`src/rtl/alarm_ringer.sv`:
```
// Alarm response FSM: rings on a rising alm_match edge, drives the LED_alm pattern,
// and handles snooze/stop buttons with ring-timeout and snooze-count limits.
module alarm_ringer #(
    parameter int RING_TIMEOUT_S = 60,
    parameter int SNOOZE_S       = 300,
    parameter int MAX_SNOOZE     = 3
) (
    input  logic       clk,
    input  logic       reset_n,
    input  logic       tick_1hz,
    input  logic       alm_match,
    input  logic       alm_en,
    input  logic       button_snooze,
    input  logic       button_stop,
    output logic [3:0] LED_alm,
    output logic       ringing,
    output logic       snoozing,
    output logic [3:0] snooze_left
);

    localparam int RW = (RING_TIMEOUT_S > 2) ? $clog2(RING_TIMEOUT_S) : 1;
    localparam int SW = (SNOOZE_S > 2) ? $clog2(SNOOZE_S) : 1;

    localparam logic [RW-1:0] RING_LAST   = RW'(RING_TIMEOUT_S - 1);
    localparam logic [SW-1:0] SNOOZE_LAST = SW'(SNOOZE_S - 1);
    localparam logic [3:0]    SNZ_MAX     = 4'(MAX_SNOOZE);

    localparam logic [3:0] LED_OFF    = 4'b0000;
    localparam logic [3:0] LED_RING_A = 4'b1001;
    localparam logic [3:0] LED_RING_B = 4'b0110;
    localparam logic [3:0] LED_SNOOZE = 4'b0001;

    typedef enum logic [1:0] {
        IDLE   = 2'd0,
        RING   = 2'd1,
        SNOOZE = 2'd2
    } state_t;

    state_t          state_q, state_d;
    logic [3:0]      led_q, led_d;
    logic [RW-1:0]   ring_sec_q, ring_sec_d;
    logic [SW-1:0]   snooze_sec_q, snooze_sec_d;
    logic [3:0]      snooze_cnt_q, snooze_cnt_d;
    logic            ringing_q, ringing_d;
    logic            snoozing_q, snoozing_d;
    logic [3:0]      snooze_left_q, snooze_left_d;
    logic            match_prev_q, snooze_prev_q, stop_prev_q;

    logic match_edge, snooze_edge, stop_edge;
    logic go_idle;

    assign match_edge  = alm_match & ~match_prev_q;
    assign snooze_edge = button_snooze & ~snooze_prev_q;
    assign stop_edge   = button_stop & ~stop_prev_q;

    always_comb begin
        state_d      = state_q;
        led_d        = led_q;
        ring_sec_d   = ring_sec_q;
        snooze_sec_d = snooze_sec_q;
        snooze_cnt_d = snooze_cnt_q;
        go_idle      = 1'b0;

        case (state_q)
            IDLE: begin
                // A tick in the same cycle as the trigger is deliberately not counted.
                if (match_edge && alm_en) begin
                    state_d      = RING;
                    led_d        = LED_RING_A;
                    ring_sec_d   = '0;
                    snooze_sec_d = '0;
                    snooze_cnt_d = '0;
                end
            end
            RING: begin
                if (!alm_en || stop_edge) begin
                    go_idle = 1'b1;
                end else if (snooze_edge && (snooze_cnt_q < SNZ_MAX)) begin
                    state_d      = SNOOZE;
                    led_d        = LED_SNOOZE;
                    snooze_sec_d = '0;
                    snooze_cnt_d = snooze_cnt_q + 4'd1;
                end else if (tick_1hz) begin
                    if (ring_sec_q == RING_LAST) begin
                        go_idle = 1'b1;
                    end else begin
                        ring_sec_d = ring_sec_q + RW'(1);
                        led_d      = (led_q == LED_RING_A) ? LED_RING_B : LED_RING_A;
                    end
                end
            end
            SNOOZE: begin
                if (!alm_en || stop_edge) begin
                    go_idle = 1'b1;
                end else if (tick_1hz) begin
                    if (snooze_sec_q == SNOOZE_LAST) begin
                        state_d    = RING;
                        led_d      = LED_RING_A;
                        ring_sec_d = '0;
                    end else begin
                        snooze_sec_d = snooze_sec_q + SW'(1);
                    end
                end
            end
            default: go_idle = 1'b1;
        endcase

        if (go_idle) begin
            state_d      = IDLE;
            led_d        = LED_OFF;
            ring_sec_d   = '0;
            snooze_sec_d = '0;
            snooze_cnt_d = '0;
        end

        ringing_d     = (state_d == RING);
        snoozing_d    = (state_d == SNOOZE);
        snooze_left_d = SNZ_MAX - snooze_cnt_d;
    end

    always_ff @(posedge clk) begin
        if (!reset_n) begin
            state_q       <= IDLE;
            led_q         <= LED_OFF;
            ring_sec_q    <= '0;
            snooze_sec_q  <= '0;
            snooze_cnt_q  <= '0;
            ringing_q     <= 1'b0;
            snoozing_q    <= 1'b0;
            snooze_left_q <= SNZ_MAX;
            // Levels already high when reset releases must not look like fresh edges.
            match_prev_q  <= 1'b1;
            snooze_prev_q <= 1'b1;
            stop_prev_q   <= 1'b1;
        end else begin
            state_q       <= state_d;
            led_q         <= led_d;
            ring_sec_q    <= ring_sec_d;
            snooze_sec_q  <= snooze_sec_d;
            snooze_cnt_q  <= snooze_cnt_d;
            ringing_q     <= ringing_d;
            snoozing_q    <= snoozing_d;
            snooze_left_q <= snooze_left_d;
            match_prev_q  <= alm_match;
            snooze_prev_q <= button_snooze;
            stop_prev_q   <= button_stop;
        end
    end

    assign LED_alm     = led_q;
    assign ringing     = ringing_q;
    assign snoozing    = snoozing_q;
    assign snooze_left = snooze_left_q;

endmodule

```
`config.mk`:
```
export PLATFORM = sky130hd
export DESIGN_NAME = alarm_ringer
export DESIGN_NICKNAME = d
export VERILOG_FILES = /design/src/rtl/alarm_ringer.sv
export SDC_FILE = /design/constraint.sdc
export NUM_CORES = 1
export LEC_CHECK = 0
export ABC_CLOCK_PERIOD_IN_PS = 2050
export CAP_MARGIN = 5
export CORE_AREA = 8 8 81 83
export DETAILED_ROUTE_END_ITERATION = 6
export DIE_AREA = 0 0 89 91
export PLACE_DENSITY = 0.59
export SLEW_MARGIN = 20
export SYNTH_ARGS = -nofsm -noshare
export SYNTH_HDL_FRONTEND = slang
export SYNTH_SLANG_ARGS = --single-unit
```
`constraint.sdc`:
```
create_clock -name clk -period 2.05 [get_ports clk]
set_input_delay 0.41 -clock clk [delete_from_list [all_inputs] [get_ports clk]]
set_output_delay 0.41 -clock clk [all_outputs]
set_load 0.005 [all_outputs]
```
# == After elaboration in Yosys (flattened, before gate mapping) ==
# Index checks and enable logic that the tools add are counted.
# classes
n_addsub,4
n_mux,45
order_cmp,1
bitwise_logic,7
eq_ne,19
reduce_logical,10
# op_table
operator,n
9-bit 2-to-1 mux,6
4-bit 2-to-1 mux,13
6-bit 2-to-1 mux,8
9-bit case mux with 3 select lines,1
2-bit != test (second input constant),10
6-bit case mux with 3 select lines,1
2-bit 2-to-1 mux,7
4-bit case mux with 3 select lines,1
9-bit by 1-bit adder with 9-bit output (second input constant),1
9-bit == test (second input constant),1
9-bit AND reduction,1
4-bit case mux with 2 select lines,1
8-bit AND reduction,1
7-bit AND reduction,1
6-bit by 1-bit adder with 6-bit output (second input constant),1
6-bit == test (second input constant),1
3-bit != test (second input constant),2
2-bit case mux with 3 select lines,1
1-bit 2-to-1 mux,5
4-bit by 1-bit adder with 4-bit output (second input constant),1
2-bit by 1-bit == test with 1-bit output (second input constant),2
2-bit == test (second input constant),2
4-bit == test (second input constant),1
4-bit by 2-bit less-than comparator with 1-bit output (second input constant),1
10 further kinds,16
# word_totals
wordCells,97
output_inout_bits,10
reg_bits,34

# == Longest topological paths before layout ==
# logic_depth
ltp_word,8
depth_mapped,8

# == Least setup slack after synthesis ==
# OpenSTA, ideal clock, no wires.
# synth_path
kind,flip-flop to flip-flop
startpoint,register snooze_sec_q[2]
endpoint,register ring_sec_q[2]
arrival_time_ns,2.015
required_ns,1.979
path_buffers,1
slack_ns,-0.036
stages_incl_launch_ff,7
path_cell_list,dfxtp_1 > or4b_4 > o41ai_4 > a32oi_2 > buf_6 > or4_1 > a21oi_1
# synth_between
elab_chain_cells,3
# synth_rtl
item,line_no,text
from (decl),42,"logic [SW-1:0] snooze_sec_q, snooze_sec_d;"
from (signal assigned),139,snooze_sec_q <= snooze_sec_d;
9-bit == test,96,if (snooze_sec_q == SNOOZE_LAST) begin
2-bit != test (no source line),n/a,
9-bit AND reduction (no source line),n/a,
to (signal assigned),138,ring_sec_q <= ring_sec_d;
to (decl),41,"logic [RW-1:0] ring_sec_q, ring_sec_d;"
# No other way between the ends.
# A chain may end at the register's enable or synchronous reset.

# == Final worst setup path ==
# layout_path
startpoint,input alm_match
endpoint,register ring_sec_q[2]
# layout_between
elab_chain_cells,4
# layout_rtl
item,line_no,text
from (decl),11,"input logic alm_match,"
1-bit bitwise AND,52,assign match_edge = alm_match & ~match_prev_q;
1-bit logical AND,67,if (match_edge && alm_en) begin
2-bit != test (no source line),n/a,
9-bit AND reduction (no source line),n/a,
# No other way between the ends.

==> metrics <==
status finished clean; Peak Freq 0.500 GHz; number of cells on the critical path 8; DP Wirelength around 3100 um; R2R Path End ring_sec_q[5]; commonest non-fill, non-tap cell in the layout buf_4; WL final 4240 um; Synth Area per Inst just over 9 um2; total core area 5340 um2; Layout Skew 0.00701 ns; commonest cells after routing, fill and taps aside buf_4 (40), dfxtp_1 (31), a21oi_1 (14), clkdlybuf4s50_1 (14); #FFs+latches synth 32; number of flops mapped to enable cells by yosys 0; vias in the first global route around 1500; Critical Path End Type flip-flop; CP max FO 11; CP required ~2.3 ns; Die X slightly below 90 um; initial DRC count 61; Starting Density 0.305; final core occ 0.448; cells after synthesis 178; I/O Buffers 16; slowest cell on the critical path clkdlybuf4s50_1; Detailed Routing Iterations Pass 1 4; worst path cell trace clkdlybuf4s50_1 -> and4bb_2 -> or3_4 -> nand2_4 -> buf_12 -> buf_4 -> or4_1 -> a21oi_1; TritonCTS clock tree yes; Layout Nets 248; # DRC 0; Max VDD drop between 0.0003 and 0.0004 V; die area 8100 um2; r2r setup slk between 0.04 and 0.05 ns; Hold Violations, Final 0; htree depth 2; Worst EP arrival 2.22 ns; worst r2r src snooze_sec_q[4]; initial antenna violation count 0; fill cell count ~550; worst slew pin tran 0.436 ns; Root Buffer clkbuf_8; max cap viols 0; Synth Flop Type dfxtp_1; CTS sink count 32; Worst Setup EP ring_sec_q[2]; HP Class input port to flip-flop; fraction of layout cells with a size suffix above 1 0.322; slowest stage delay, CP between 0.4 and 0.5 ns; minimum clock period approximately 2.0 ns; global-route wire length before repair between 7000 and 8000 um; Overall Global Routing Usage 0.109; row count 27; gp weighted congestion 0.792; Worst slew margin 0.708; Startpoint Class input port; Synth top area share 0.394; asr flop ratio synth 0; Critical path origin alm_match; hold path depth 2; Synthesis Warnings 0; Total Power Consumption between 1000 and 1500 uW; antenna viol nets, final 0; Buf+Inv Stages, Crit Path 3; clock-pin slew on the worst setup and hold paths 0.07 ns; die height around 90 um; via count 1594; clock tree buffer depth 2; Routed wire per std cell 13.6 um; Overflow after GRT 0; # IOs 17; PwrDens 575 nW/um2; Synth area leaders dfxtp_1 (39%), a21oi_1 (4.6%), o31ai_1 (4.6%), or4_1 (4.6%), nand3_1 (3.1%); RSZ-0062 raised after global routing true; largest net degree at the start of global routing 22; Synth area leader dfxtp_1; Final period util 0.976; Skew-Pair Late Insertion Delay 0.29 ns; leakage ~0.00086 uW; CP Class input port to flip-flop; Post-Syn Nets 188; worst-case reg-to-reg path depth 7; TritonCTS buffer count 5; detail-routed via count per cell 5.13; post-synthesis cell type count 49; Syn Std Cell Area around 1600 um2; antenna cells 0; Hold-fix buffers, CTS 0; final setup fails 0; post-synthesis sequential area ratio 0.394; fin. max-slew vios 0; crit-path leading delay family simple AND/OR/NAND/NOR gates; Syn-to-layout area delta 47.0%
worst min-delay path by stage:
stage | start | end
2_1_floorplan | snooze_sec_q[8] | snooze_sec_q[8]
4_1_cts | LED_alm[3] | LED_alm[3]
3_3_place_gp | LED_alm[0] | LED_alm[0]
6_report | button_stop | stop_prev_q
3_5_place_dp | LED_alm[3] | LED_alm[3]
5_1_grt | button_stop | stop_prev_q
state kept, by name, indices dropped and copies added (netlist names):
register and count:
snooze_left 3, snooze_prev_q 1, snooze_cnt_q 4, ring_sec_q 6, ringing 1, state_q 2, match_prev_q 1, snoozing 1
stop_prev_q 1, snooze_sec_q 9, LED_alm 3
worst register-to-register path: cells and delay by family, from the launching register on:
family | cells | cell delay (ns)
AND/OR/NAND/NOR | 1 | 0.56
flip-flops | 1 | 0.32
AO/OA/AOI/OAI | 4 | 0.70
buffers and inverters | 2 | 0.28
cells by family (layout without fill, tap and decap cells):
group           Yosys count  in the layout  synth area share
buf+inv                  19             80            0.0715
flops                    32             32             0.394
xor+xnor                  1              1           0.00538
fa+ha+maj                 3              3            0.0231
mux                       2              2            0.0131
simple gates             71             71             0.272
compound gates           50             50             0.221
through the flow:
stage               worst slack [ns]  std cells  instance area, um2  hold slack [ns]  TNS [ns]
floorplan                     0.0417        178                1630            0.452         0
global placement              -0.359        299                2130            0.463     -6.53
detailed placement            -0.407        299                2130            0.462     -7.65
CTS                          -0.0660        310                2300            0.474    -0.279
global route                 -0.0492        311                2390            0.374    -0.145
finish                        0.0493        311                2390            0.347         0
Yosys cell counts, types with 2 or more instances:
cell / n
nor2_1: 7
nand2_1: 6
o31a_1: 3
nand3b_1: 2
ha_1: 3
a211oi_1: 3
nor3_1: 6
a21oi_1: 15
or3_1: 3
nand3_1: 10
nand4_1: 4
o21ai_0: 7
nand2b_1: 4
inv_1: 9
nor3b_1: 3
or4_1: 10
clkbuf_1: 5
and2_1: 3
buf_4: 2
nand4b_1: 3
o31ai_1: 10
a311oi_1: 2
dfxtp_1: 32
area by class of cell:
| cell class | count | area [um2] | area share |
|---|---|---|---|
| clock buffer | 8 | 90.1 | 0.0376 |
| inverter | 9 | 33.8 | 0.0141 |
| multi-input combinational | 127 | 981 | 0.410 |
| sequential | 32 | 642 | 0.268 |
| tap | 72 | 90.1 | 0.0376 |
| timing repair buffer | 63 | 557 | 0.233 |
timing repair:
item,in CTS,in global routing
endpoints found under the setup margin,15,25
cloned,1,1
hold endpoints to repair,0,0
buffers inserted,2,0
pin swaps,17,7
gates resized for setup,17,14
layer usage:
layer	global-route usage	vias up	wire length, um
li1	-	796	-
met1	0.141	773	2110
met2	0.168	17	1960
met3	0.0288	8	116
met4	0.0416	0	51
met5	0	-	0
report_power, final:
part | switching, uW | leakage, uW | internal (uW)
sequential | 10.5 | 0.000260 | 638
combinational | 110 | 0.000559 | 117
clock | 227 | 0.0000455 | 274
(Power assumes the default switching activity.)
